### config.mk
export PLATFORM = sky130hd
export DESIGN_NAME = cpu_ctrl
export DESIGN_NICKNAME = d
export VERILOG_FILES = /design/src/rtl/cpu_pkg.sv /design/src/rtl/cpu_ctrl_ins_decode.sv /design/src/rtl/cpu_ctrl.sv
export SDC_FILE = /design/constraint.sdc
export NUM_CORES = 1
export LEC_CHECK = 0
export CORE_ASPECT_RATIO = 1.4
export CORE_MARGIN = 8
export CORE_UTILIZATION = 43
export DETAILED_ROUTE_END_ITERATION = 7
export PLACE_DENSITY = 0.93
export SYNTH_ARGS = -nofsm -noshare
export SYNTH_HDL_FRONTEND = slang
export SYNTH_SLANG_ARGS = --single-unit
### constraint.sdc
create_clock -name clk -period 3 [get_ports clk]
set_input_delay 0.45 -clock clk [delete_from_list [all_inputs] [get_ports clk]]
set_output_delay 0.45 -clock clk [all_outputs]
set_load 0.02 [all_outputs]
### src/rtl/cpu_pkg.sv
// cpu_pkg: shared encodings for the lab CPU control unit.
//   Opcodes, pc_ctrl and alu_op encodings, FSM state type and the
//   EXEC control vector type produced by ins_decode.
package cpu_pkg;

  localparam logic [4:0] OP_NOP  = 5'b00000;
  localparam logic [4:0] OP_LDI  = 5'b00001;
  localparam logic [4:0] OP_ADD  = 5'b00010;
  localparam logic [4:0] OP_SUB  = 5'b00011;
  localparam logic [4:0] OP_JMP  = 5'b00100;
  localparam logic [4:0] OP_BZ   = 5'b00101;
  localparam logic [4:0] OP_HALT = 5'b11111;

  localparam logic [1:0] PC_HOLD = 2'b00;
  localparam logic [1:0] PC_INC  = 2'b01;
  localparam logic [1:0] PC_LOAD = 2'b10;

  localparam logic [1:0] ALU_PASS = 2'b00;
  localparam logic [1:0] ALU_ADD  = 2'b01;
  localparam logic [1:0] ALU_SUB  = 2'b10;

  typedef enum logic [2:0] {
    ST_IDLE,
    ST_FETCH,
    ST_DECODE,
    ST_EXEC,
    ST_HALT
  } state_t;

  typedef struct packed {
    logic       en_pc;
    logic [1:0] pc_ctrl;
    logic       reg_we;
    logic [1:0] alu_op;
    logic       alu_src;
  } ctrl_t;

endpackage

### src/rtl/cpu_ctrl_ins_decode.sv
// ins_decode: combinational instruction decoder.
//   ir      : latched instruction word
//   zero    : ALU zero flag (used by BZ only)
//   in_exec : high while the FSM is in EXEC; all controls are 0 otherwise
//   ctrl    : EXEC control vector
//   illegal : unknown opcode seen in EXEC
// Macro CTRL_BZ_EN: when defined, opcode 00101 is a branch-if-zero;
// otherwise it is treated as an illegal opcode.
module ins_decode
  import cpu_pkg::*;
(
  input  logic [15:0] ir,
  input  logic        zero,
  input  logic        in_exec,
  output ctrl_t       ctrl,
  output logic        illegal
);

  logic [4:0] opcode;
  assign opcode = ir[15:11];

`ifndef CTRL_BZ_EN
  logic unused_zero;
  assign unused_zero = zero;
`endif

  always_comb begin
    ctrl    = '0;
    illegal = 1'b0;
    if (in_exec) begin
      case (opcode)
        OP_NOP: begin
          ctrl.en_pc   = 1'b1;
          ctrl.pc_ctrl = PC_INC;
        end
        OP_LDI: begin
          ctrl.reg_we  = 1'b1;
          ctrl.alu_src = 1'b1;
          ctrl.alu_op  = ALU_PASS;
          ctrl.en_pc   = 1'b1;
          ctrl.pc_ctrl = PC_INC;
        end
        OP_ADD: begin
          ctrl.reg_we  = 1'b1;
          ctrl.alu_op  = ALU_ADD;
          ctrl.en_pc   = 1'b1;
          ctrl.pc_ctrl = PC_INC;
        end
        OP_SUB: begin
          ctrl.reg_we  = 1'b1;
          ctrl.alu_op  = ALU_SUB;
          ctrl.en_pc   = 1'b1;
          ctrl.pc_ctrl = PC_INC;
        end
        OP_JMP: begin
          ctrl.en_pc   = 1'b1;
          ctrl.pc_ctrl = PC_LOAD;
        end
`ifdef CTRL_BZ_EN
        OP_BZ: begin
          ctrl.en_pc   = 1'b1;
          ctrl.pc_ctrl = zero ? PC_LOAD : PC_INC;
        end
`endif
        OP_HALT: begin
          ctrl.en_pc   = 1'b0;
          ctrl.pc_ctrl = PC_HOLD;
        end
        default: begin
          ctrl.en_pc   = 1'b1;
          ctrl.pc_ctrl = PC_INC;
          illegal      = 1'b1;
        end
      endcase
    end
  end

endmodule

### src/rtl/cpu_ctrl.sv
// cpu_ctrl: multi-cycle control unit (IDLE/FETCH/DECODE/EXEC/HALT).
//   clk, rst (async, active-low), start, ins (ROM data), zero (ALU flag)
//   rom_en, en_pc, pc_ctrl, offset_addr : ROM / PC controls
//   reg_we, rd_addr, rs_addr, imm       : register-file controls
//   alu_op, alu_src                     : ALU controls
//   halted, err                         : status
// Macro CTRL_BZ_EN enables the BZ instruction (see ins_decode).
module cpu_ctrl
  import cpu_pkg::*;
(
  input  logic        clk,
  input  logic        rst,
  input  logic        start,
  input  logic [15:0] ins,
  input  logic        zero,
  output logic        rom_en,
  output logic        en_pc,
  output logic [1:0]  pc_ctrl,
  output logic [7:0]  offset_addr,
  output logic        reg_we,
  output logic [2:0]  rd_addr,
  output logic [2:0]  rs_addr,
  output logic [7:0]  imm,
  output logic [1:0]  alu_op,
  output logic        alu_src,
  output logic        halted,
  output logic        err
);

  state_t      state_q, state_d;
  logic [15:0] ir_q, ir_d;
  logic        err_q, err_d;
  logic        rom_en_q, rom_en_d;
  logic        halted_q, halted_d;

  ctrl_t       ctrl;
  logic        illegal;
  logic        in_exec;

  assign in_exec = (state_q == ST_EXEC);

  ins_decode u_decode (
    .ir      (ir_q),
    .zero    (zero),
    .in_exec (in_exec),
    .ctrl    (ctrl),
    .illegal (illegal)
  );

  always_comb begin
    state_d = state_q;
    ir_d    = ir_q;
    case (state_q)
      ST_IDLE:   if (start) state_d = ST_FETCH;
      ST_FETCH:  state_d = ST_DECODE;
      ST_DECODE: begin
        state_d = ST_EXEC;
        ir_d    = ins;
      end
      ST_EXEC:   state_d = (ir_q[15:11] == OP_HALT) ? ST_HALT : ST_FETCH;
      ST_HALT:   state_d = ST_HALT;
      default:   state_d = ST_IDLE;
    endcase
    err_d    = err_q | illegal;
    // rom_en and halted are registered from the next state so they are
    // high for exactly the FETCH / HALT cycles.
    rom_en_d = (state_d == ST_FETCH);
    halted_d = (state_d == ST_HALT);
  end

  always_ff @(posedge clk or negedge rst) begin
    if (!rst) begin
      state_q  <= ST_IDLE;
      ir_q     <= '0;
      err_q    <= 1'b0;
      rom_en_q <= 1'b0;
      halted_q <= 1'b0;
    end else begin
      state_q  <= state_d;
      ir_q     <= ir_d;
      err_q    <= err_d;
      rom_en_q <= rom_en_d;
      halted_q <= halted_d;
    end
  end

  assign rom_en      = rom_en_q;
  assign halted      = halted_q;
  assign err         = err_q;
  assign en_pc       = ctrl.en_pc;
  assign pc_ctrl     = ctrl.pc_ctrl;
  assign reg_we      = ctrl.reg_we;
  assign alu_op      = ctrl.alu_op;
  assign alu_src     = ctrl.alu_src;
  assign offset_addr = ir_q[7:0];
  assign imm         = ir_q[7:0];
  assign rd_addr     = ir_q[10:8];
  assign rs_addr     = ir_q[7:5];

endmodule

==> metrics.csv, run 1 <==
stage,metric,value,unit
sta,fin crit share,83.13,%
floorplanning,Die H,76.35,um
global_route,GRT overflow,0,
global_route,initial antenna violation count,0,
detailed_routing,Initial DRC Count,11,
sta,clk_skew,0.9484,ps
power_and_ir_drop,static leakage,0.6075,nW
yosys,Synth top area share,49.22,%
cts,Resized cells post-CTS,0,
cts,CTS Buf Count,3,
setup_path,CP Launch Type,register,
yosys,cells after synthesis,95,
yosys,largest area contributor in the synthesized netlist,dfrtp_1,
power_and_ir_drop,Pwr per Cell Area,1129,nW/um^2
cts,CTS sink count,22,
detailed_routing,DR vias,766,
min_path,Hold Path End,err,
setup_path,worst r2r path cells,2,
cts,H-tree Lvls,1,
global_route,vias in the first global route,774,
setup_path,Register-to-Register Setup Slack,1280,ps
min_path,hold path start,err,
placement,GP Congestion,0.6851,
global_route,pin count of the biggest net entering global routing,23,
setup_path,CP Max Fanout,9,
sta,final critical-path setup slack,506.2,ps
global_route,GRT Total Usage,10.74,%
yosys,fraction of registers with async set/reset,100.0,%
yosys,"Top FF cell, synth",dfrtp_1,
sta,final setup vio count,0,
placement,DP HPWL,1.938,mm
sta,Worst slew margin,37.19,%
yosys,Syn Nets,115,
sta,final max-slew violation count,0,
sta,"Hold Vio Cnt, Final",0,
cts,clk_lat worst skew,300,ps
detailed_routing,1st-pass router iterations,4,
global_route,first-pass GRT wire length,3.795,mm
floorplanning,Die Footprint,4512,sq um
cts,CTS Root Buffer Type,clkbuf_4,
cts,setup bufs post-CTS,0,
run,max cap viols,0,
setup_path,worst reg2reg path startpoint,state_q[1],
sta,Slew @ Worst Pin,939.2,ps
detailed_routing,DR WL/cell,15.00,um
finish,area added between synthesis and finish,34.68,%
setup_path,worst reg2reg endpoint,ir_q[15],
cts,clock transition at the registers of the reported paths,120,ps
yosys,YS warnings,0,
setup_path,Worst EP arrival,2040,ps
detailed_routing,DR DRC count,0,
cts,hold-fix buffers at CTS,0,
floorplanning,die width,59.11,um
sta,setup TNS,0,ps
setup_path,element type at the critical path end,output port,
power_and_ir_drop,peak supply drop,0.0005089,V
cts,maximum clock insertion buffer count,2,
yosys,Post-synth EDFFs,0,
detailed_routing,Detailed Route WL,2.385,mm
floorplanning,IO Pins,52,
detailed_routing,antenna-violating nets left,0,
outcome,status,finished clean,
detailed_routing,drt via density,4.818,
min_path,Hold Path Cell Cnt,1,
cts,CTS tree,yes,
sta,minimum clock period,2494,ps
sta,RSZ-0062 raised after global routing,no,
yosys,Yosys reg bits,22,
placement,pre-CTS WS,860.5,ps
yosys,Post-Syn Area per Cell,11.77,sq um
yosys,Synth Cell Area,1119,sq um
floorplanning,Starting Density,43.70,%
setup_path,CP Class,reg -> out,
finish,antenna diode count,0,
floorplanning,FP Rows,22,
yosys,cell types occupying the most area after synthesis,"dfrtp_1 49%, mux2_2 16%, buf_4 15%, nor2_1 3.0%, a32o_1 1.8%",
finish,nets,144,
yosys,Synth cell types,24,
min_path,min-delay worst type,reg -> reg,
placement,Port Buffers,50,
sta,FMAX,0.4010,GHz
floorplanning,Core Area,2560,sq um
setup_path,Worst EP required,2550,ps
finish,share of cells above drive strength 1,17.89,%
yosys,Synth top cells by count,"22 x buf_4, 22 x dfrtp_1, 16 x mux2_2, 9 x nor2_1",
yosys,post-synthesis sequential area ratio,49.22,%
[sequential cells by signal, summed over array words and instances (netlist names)]
register  flops
ir_q         16
err           1
halted        1
rom_en        1
state_q       3
[critical path, stage by stage, from the launching register on]
cell and delay, ps:
dfrtp_1 480, nor2_1 130, nand4_1 180, nor3b_1 280
clkdlybuf4s50_1 670
[worst max path at each step]
stage                from         to  slack (ps)  cells after the start
2_1_floorplan    ir_q[13]    alu_src        1220                      4
3_3_place_gp     ir_q[13]    alu_src         940                      4
3_5_place_dp   state_q[2]  alu_op[0]         860                      4
4_1_cts          ir_q[13]  alu_op[0]         490                      4
5_1_grt          ir_q[13]  alu_op[0]         400                      4
6_report         ir_q[13]  alu_op[0]         510                      4
[metrics by stage]
stage                     std cells  instance area (sq um)  hold slack (ps)  total power, mW  utilization [%]
after CTS                       159                   1506            476.0            1.720            58.85
after global placement          155                   1470            446.6            1.527            57.43
after global routing            159                   1506            508.0            1.810            58.85
final                           159                   1506            469.0            1.701            58.85
after detailed placement        155                   1470            451.2            1.561            57.43
after floorplan                  95                   1119            154.4            1.332                -
[cell families (layout without fill, tap and decap cells)]
logic type / count (synthesis) / after routing / share of synthesized area (%)
multiplexers: 16 / 16 / 16.11
buffers and inverters: 28 / 56 / 18.01
XOR/XNOR: 1 / 1 / 0.7831
flip-flops: 22 / 22 / 49.22
AND/OR/NAND/NOR: 19 / 19 / 9.845
AO/OA/AOI/OAI: 9 / 9 / 6.041
[cells in the final DEF, fill, tap and decap left out, drive strengths merged]
cell | synthesis | final
nor3b | 3 | 3
o21ai | 1 | 1
nor2 | 9 | 9
a32o | 2 | 2
mux2 | 16 | 16
nand4 | 1 | 1
nand2 | 2 | 2
o21a | 1 | 1
a311oi | 1 | 1
nand3b | 1 | 1
xnor2 | 1 | 1
inv | 2 | 2
a21oi | 2 | 2
dfrtp | 22 | 22
a31o | 1 | 1
clkdlybuf4s50 | 0 | 50
and4 | 1 | 1
nor4 | 1 | 1
a21o | 1 | 1
clkbuf | 1 | 4
and3 | 1 | 1
[per-layer routing]
metal	global-route usage [%]	vias to the layer above	part of all wire [%]
li1	-	359	-
met1	13.19	362	41
met2	16.56	41	48
met3	3.547	4	11
met4	4.327	0	1.0
met5	0	-	0
[final cells by class]
type	count	area [sq um]
clock buffer	4	36.28
sequential	22	550.5
multi-input combinational	45	366.6
tap	36	45.04
inverter	2	7.507
timing repair buffer	50	500.5
fill	222	1054
[report_power, final]
part	total (mW)	internal, mW	switching [mW]
Sequential	0.573	0.432	0.142
Combinational	0.967	0.516	0.450
Clock	0.161	0.0741	0.0865
Total	1.70	1.02	0.679
Note: power is estimated with default switching activity, not from simulation.
==> run 2, diff against run 1 <==
--- a/config.mk
+++ b/config.mk
@@ -7,9 +7,9 @@
 export LEC_CHECK = 0
 export CORE_ASPECT_RATIO = 1.4
 export CORE_MARGIN = 8
-export CORE_UTILIZATION = 43
+export CORE_UTILIZATION = 40
 export DETAILED_ROUTE_END_ITERATION = 7
-export PLACE_DENSITY = 0.93
+export PLACE_DENSITY = 0.88
 export SYNTH_ARGS = -nofsm -noshare
 export SYNTH_HDL_FRONTEND = slang
 export SYNTH_SLANG_ARGS = --single-unit
==> constraint.sdc (replaced) <==
create_clock -name clk -period 2.6 [get_ports clk]
set_input_delay 0.39 -clock clk [delete_from_list [all_inputs] [get_ports clk]]
set_output_delay 0.39 -clock clk [all_outputs]
set_load 0.02 [all_outputs]
==> run 2 against run 1 <==
Compared with the run above: sequential cell count did not move; first-iteration DRC count up 55%; final cell count unchanged; global-route usage up 0.074 points; setup slack got worse by 300 ps; wire length increased by 4.4%; clock power is 17% higher; sequential share of layout area is the same; design area is the same.
==> metrics.csv, run 2 (synthesized netlist as in run 1, its figures left out) <==
stage,metric,value,unit
detailed_routing,DR vias,792,
detailed_routing,antenna-violating nets left,0,
finish,max FFs per register,16,
sta,fin crit share,92.03,%
power_and_ir_drop,peak supply drop,0.0006375,V
sta,final setup vio count,0,
setup_path,CP Class,reg -> out,
placement,GP Congestion,0.7622,
sta,minimum clock period,2393,ps
detailed_routing,Initial DRC Count,17,
cts,Resized cells post-CTS,0,
floorplanning,FP Rows,22,
power_and_ir_drop,register share of total power,33.5,%
setup_path,worst reg2reg endpoint,ir_q[8],
cts,CTS tree,yes,
finish,nets,144,
global_route,first-pass GRT wire length,3.946,mm
cts,clock transition at the registers of the reported paths,120,ps
finish,Biggest register,ir_q,
cts,CTS Root Buffer Type,clkbuf_4,
sta,"Hold Vio Cnt, Final",0,
finish,"commonest non-fill, non-tap cell in the layout",clkdlybuf4s50_1,
floorplanning,die width,60.69,um
floorplanning,Die H,78.57,um
setup_path,CP Max Fanout,8,
setup_path,Worst EP required,2210,ps
detailed_routing,Detailed Route WL,2.490,mm
placement,DP HPWL,1.950,mm
min_path,hold path start,err,
power_and_ir_drop,Pwr per Cell Area,1310,nW/um^2
power_and_ir_drop,static leakage,0.6075,nW
setup_path,Register-to-Register Setup Slack,870,ps
power_and_ir_drop,combinational share of power,57.0,%
power_and_ir_drop,Sw Ratio,40.25,%
cts,clk_lat worst skew,310,ps
floorplanning,IO Pins,52,
finish,biggest regs,"ir_q (16), state_q (3)",
sta,Worst slew margin,35.82,%
setup_path,CP Launch Type,register,
sta,Slew @ Worst Pin,959.7,ps
power_and_ir_drop,Int Pwr,1.180,mW
sta,setup TNS,0,ps
sta,FMAX,0.4179,GHz
cts,CTS sink count,22,
power_and_ir_drop,clock share of power,9.5,%
floorplanning,Core Area,2643,sq um
min_path,Hold Path Cell Cnt,1,
floorplanning,Die Footprint,4768,sq um
detailed_routing,drt via density,4.981,
detailed_routing,1st-pass router iterations,4,
global_route,pin count of the biggest net entering global routing,23,
finish,share of cells above drive strength 1,17.89,%
global_route,initial antenna violation count,0,
global_route,GRT Total Usage,10.81,%
power_and_ir_drop,Net Sw Power,0.7945,mW
run,max cap viols,0,
power_and_ir_drop,Overall Power,1.974,mW
floorplanning,Starting Density,42.33,%
finish,antenna diode count,0,
cts,H-tree Lvls,1,
placement,Port Buffers,50,
finish,area added between synthesis and finish,34.68,%
sta,RSZ-0062 raised after global routing,no,
setup_path,worst r2r path cells,2,
global_route,vias in the first global route,802,
min_path,Hold Path End,err,
finish,"commonest non-fill, non-tap cells in the layout","50 x clkdlybuf4s50_1, 22 x dfrtp_1, 16 x mux2_2",
finish,Fillers,226,
cts,CTS Buf Count,3,
outcome,status,finished clean,
setup_path,Worst EP arrival,2000,ps
setup_path,worst reg2reg path startpoint,state_q[2],
cts,hold-fix buffers at CTS,0,
detailed_routing,DR WL/cell,15.66,um
cts,maximum clock insertion buffer count,2,
detailed_routing,DR DRC count,0,
sta,clk_skew,7.562,ps
setup_path,element type at the critical path end,output port,
cts,setup bufs post-CTS,0,
global_route,GRT overflow,0,
sta,final max-slew violation count,0,
min_path,min-delay worst type,reg -> reg,
run 2: cell counts in the layout (fill, tap and decap cells not counted):
No cell type changed its count.
run 2: metrics by stage:
step	hold WS, ps	cells	instance area [sq um]	setup WS, ps	util, %
floorplan	94.41	95	1119	875.6	-
global placement	445.8	155	1470	582.3	55.63
detailed placement	452.6	155	1470	561.3	55.63
CTS	486.0	159	1506	180.9	57.01
global route	498.7	159	1506	18.87	57.01
finish	480.3	159	1506	207.2	57.01
run 2: final cells by class:
cell class                 instances  area (sq um)  area share (%)
timing repair buffer              50         500.5           33.22
tap                               36         45.04           2.990
sequential                        22         550.5           36.54
clock buffer                       4         36.28           2.409
multi-input combinational         45         366.6           24.34
inverter                           2         7.507          0.4983
run 2: worst max path at each step:
| stage | start | to | slack, ps | cells after the start |
|---|---|---|---|---|
| 2_1_floorplan | ir_q[13] | alu_src | 880 | 4 |
| 3_3_place_gp | ir_q[11] | en_pc | 580 | 3 |
| 3_5_place_dp | ir_q[11] | en_pc | 560 | 3 |
| 4_1_cts | ir_q[13] | alu_op[0] | 180 | 4 |
| 5_1_grt | ir_q[13] | alu_op[0] | 20 | 4 |
| 6_report | ir_q[11] | en_pc | 210 | 3 |
run 2: layer usage:
layer / wire [um] / GRT usage (%) / part of all wire, % / vias up
met2: 1180 / 17.09 / 47 / 42
met4: 76 / 7.026 / 3.1 / 0
met5: 0 / 0 / 0 / -
li1: - / - / - / 362
met1: 966 / 12.29 / 39 / 382
met3: 266 / 2.773 / 11 / 6
run 2: critical path, cell delays in order, from the launching register on:
cell and delay, ps:
dfrtp_1 470, and4_1 270, a21oi_1 290, clkdlybuf4s50_1 670
run 2: power groups by stage:
stage | clock network [mW] | logic [mW] | registers (mW)
3_5_place_dp | 0 | 1.14 | 0.671
2_1_floorplan | 0 | 0.922 | 0.615
4_1_cts | 0.192 | 1.14 | 0.663
6_report | 0.188 | 1.13 | 0.660
5_1_grt | 0.208 | 1.19 | 0.699
3_3_place_gp | 0 | 1.11 | 0.650
==> RTL edit: new RTL, flow settings as in run 1 <==
Add a define of `CTRL_BZ_EN`.
--- a/src/rtl/cpu_ctrl_ins_decode.sv
+++ b/src/rtl/cpu_ctrl_ins_decode.sv
@@ -6,6 +6,8 @@
 //   illegal : unknown opcode seen in EXEC
 // Macro CTRL_BZ_EN: when defined, opcode 00101 is a branch-if-zero;
 // otherwise it is treated as an illegal opcode.
+`define CTRL_BZ_EN
+
 module ins_decode
   import cpu_pkg::*;
 (
Check against the original RTL: not equivalent (a bounded check fails within 4 cycles, from zero or initial values and one cycle with rst low).
==> RTL edit against run 1 <==
- wire length rose by 0.55%
- total power down 1.4%
- sequential share of layout area decreased by 0.74 points
- register-to-register slack improved by 260 ps
- setup slack got worse by 180 ps
- sequential cell count did not move
- synthesized area grew 1.8%
- cell area up 2.1%
- critical endpoint unchanged
==> RTL edit: results (changes against run 1) <==
Status
  • Run status: completed

Finish
  • Post-Layout Cell Count: 164 (+3.1%)
  • Largest regs: ir_q: 16 flops, state_q: 3 flops
  • Nets@finish: 149 (+3.5%)
  • Layout cells sized above 1: 16.4% (-1.5 points)
  • Ant diodes: 0 (unchanged)
  • Fill cells: 209 (-5.9%)
  • Register Area: 551 sq um (unchanged)

Clock network
  • CTS Root Cell: clkbuf_4
  • Clk_lat worst skew: 300 ps (about the same)
  • Total setup buffers inserted after CTS: 0 (unchanged)
  • Clock Pin Slew Worst Setup and Hold Paths: 110 ps
  • CTS resizes: 0 (unchanged)
  • CTS hold repair buffers: 0 (unchanged)
  • Total CTS buffers: 3 (unchanged)
  • CTS H-tree lvls: 1 (unchanged)

Global route
  • Global router's overall resource usage: 10.5% (-0.26 points)
  • GRT met3 Usage: 3.01% (-0.54 points)
  • First-pass GRT wire length: 3770 microns (-0.74%)
  • Vias in the first global route: 796 (+2.8%)
  • GR Util met1: 12.0% (-1.2 points)
  • Largest net degree at the start of global routing: 23 (unchanged)
  • Met2 Usage GRT: 16.7% (+0.15 points)
  • Overflow after GRT: 0 (unchanged)

Drt
  • WL final: 2400 microns (+0.55%)
  • Routed vias: 770 (+0.52%)
  • DRT Pass-1 Iters: 1 (-3)
  • DRT iter0 DRCs: 0 (-11)

Placed design
  • DP Area: 0.00150 sq mm (+2.1%)
  • Final Wtd Congestion: 0.760 (+11%)
  • Placed Cells: 160 (+3.2%)
  • Dpl hpwl: 1970 microns (+1.6%)
  • IO Port Bufs: 51 (+2.0%)
  • Setup WS pre-CTS: 659 ps (-201 ps)

Logic synthesis
  • Distinct cells, synth: 27 (+13%)
  • Commonest cells in the netlist: buf_4, dfrtp_1, mux2_2
  • Mapped Nets: 118 (+2.6%)
  • Synthesis Warnings: 0 (unchanged)
  • Seq/Total Area, Yosys: 48.4% (-0.87 points)
  • Top post-synthesis cells by area: dfrtp_1, buf_4, mux2_2
  • Ys async rst share: 100% (unchanged)
  • Synthesized area per cell: 11.6 sq um (-1.3%)

STA
  • Max transition margin: 35.3% (-1.9 points)
  • Skew final: 7.05 ps (+6.10 ps)

Worst setup path
  • Crit path max fanout: 8 (-1)
  • Critical Path AT: 2220 ps (+180 ps)

Power and ir drop
  • Maximum vdd drop: 0.483 mV (-5.1%)
  • Leak Pwr: 0.625 nW (+2.9%)
==> RTL edit: where the power goes <==
part | leakage (nW) | internal (mW) | switching [mW]
sequential | 0.261 | 0.431 | 0.120
combinational | 0.343 | 0.492 | 0.479
clock | 0.0210 | 0.0739 | 0.0808
==> RTL edit: kinds of logic after synthesis <==
kind of cell / after synthesis / synth area share [%]
and+or+nand+nor: 18 / 10.4
DFF: 22 / 48.4
xor gates and xnor gates: 1 / 0.769
buffers and inverters: 31 / 19.2
muxes: 14 / 13.8
AOI/OAI and AO/OA: 12 / 7.36
==> RTL edit: area by class of cell <==
type                       instances  share of cell area (%)
sequential                        22                    35.8
timing repair buffer              52                    33.7
multi-input combinational         45                    24.0
tap                               36                    2.93
clock buffer                       4                    2.36
inverter                           5                    1.22
==> RTL edit: metal layers <==
metal | share of wire (%) | wire length (microns)
met4 | 1.9 | 46
met5 | 0 | 0
met2 | 48 | 1150
met3 | 9.7 | 233
met1 | 40 | 970
==> RTL edit: final timing paths <==
path                                 start   endpoint  slack, ps  depth (start not counted)
worst max-delay path            state_q[0]  alu_op[0]        330                          4
worst min-delay path                   err        err        500                          1
worst max register to register  state_q[2]    ir_q[3]       1540                          3
worst min register to register         err        err        500                          1
max in group asynchronous              rst   ir_q[11]       1740                          1
min in group asynchronous              rst        err        680                          1
==> RTL edit: critical path, cell delays in order, from the launching register on <==
cell and delay [ps]:
dfrtp_1 520, nand2_2 100, or4_4 530, nor3_2 120
clkdlybuf4s50_1 640
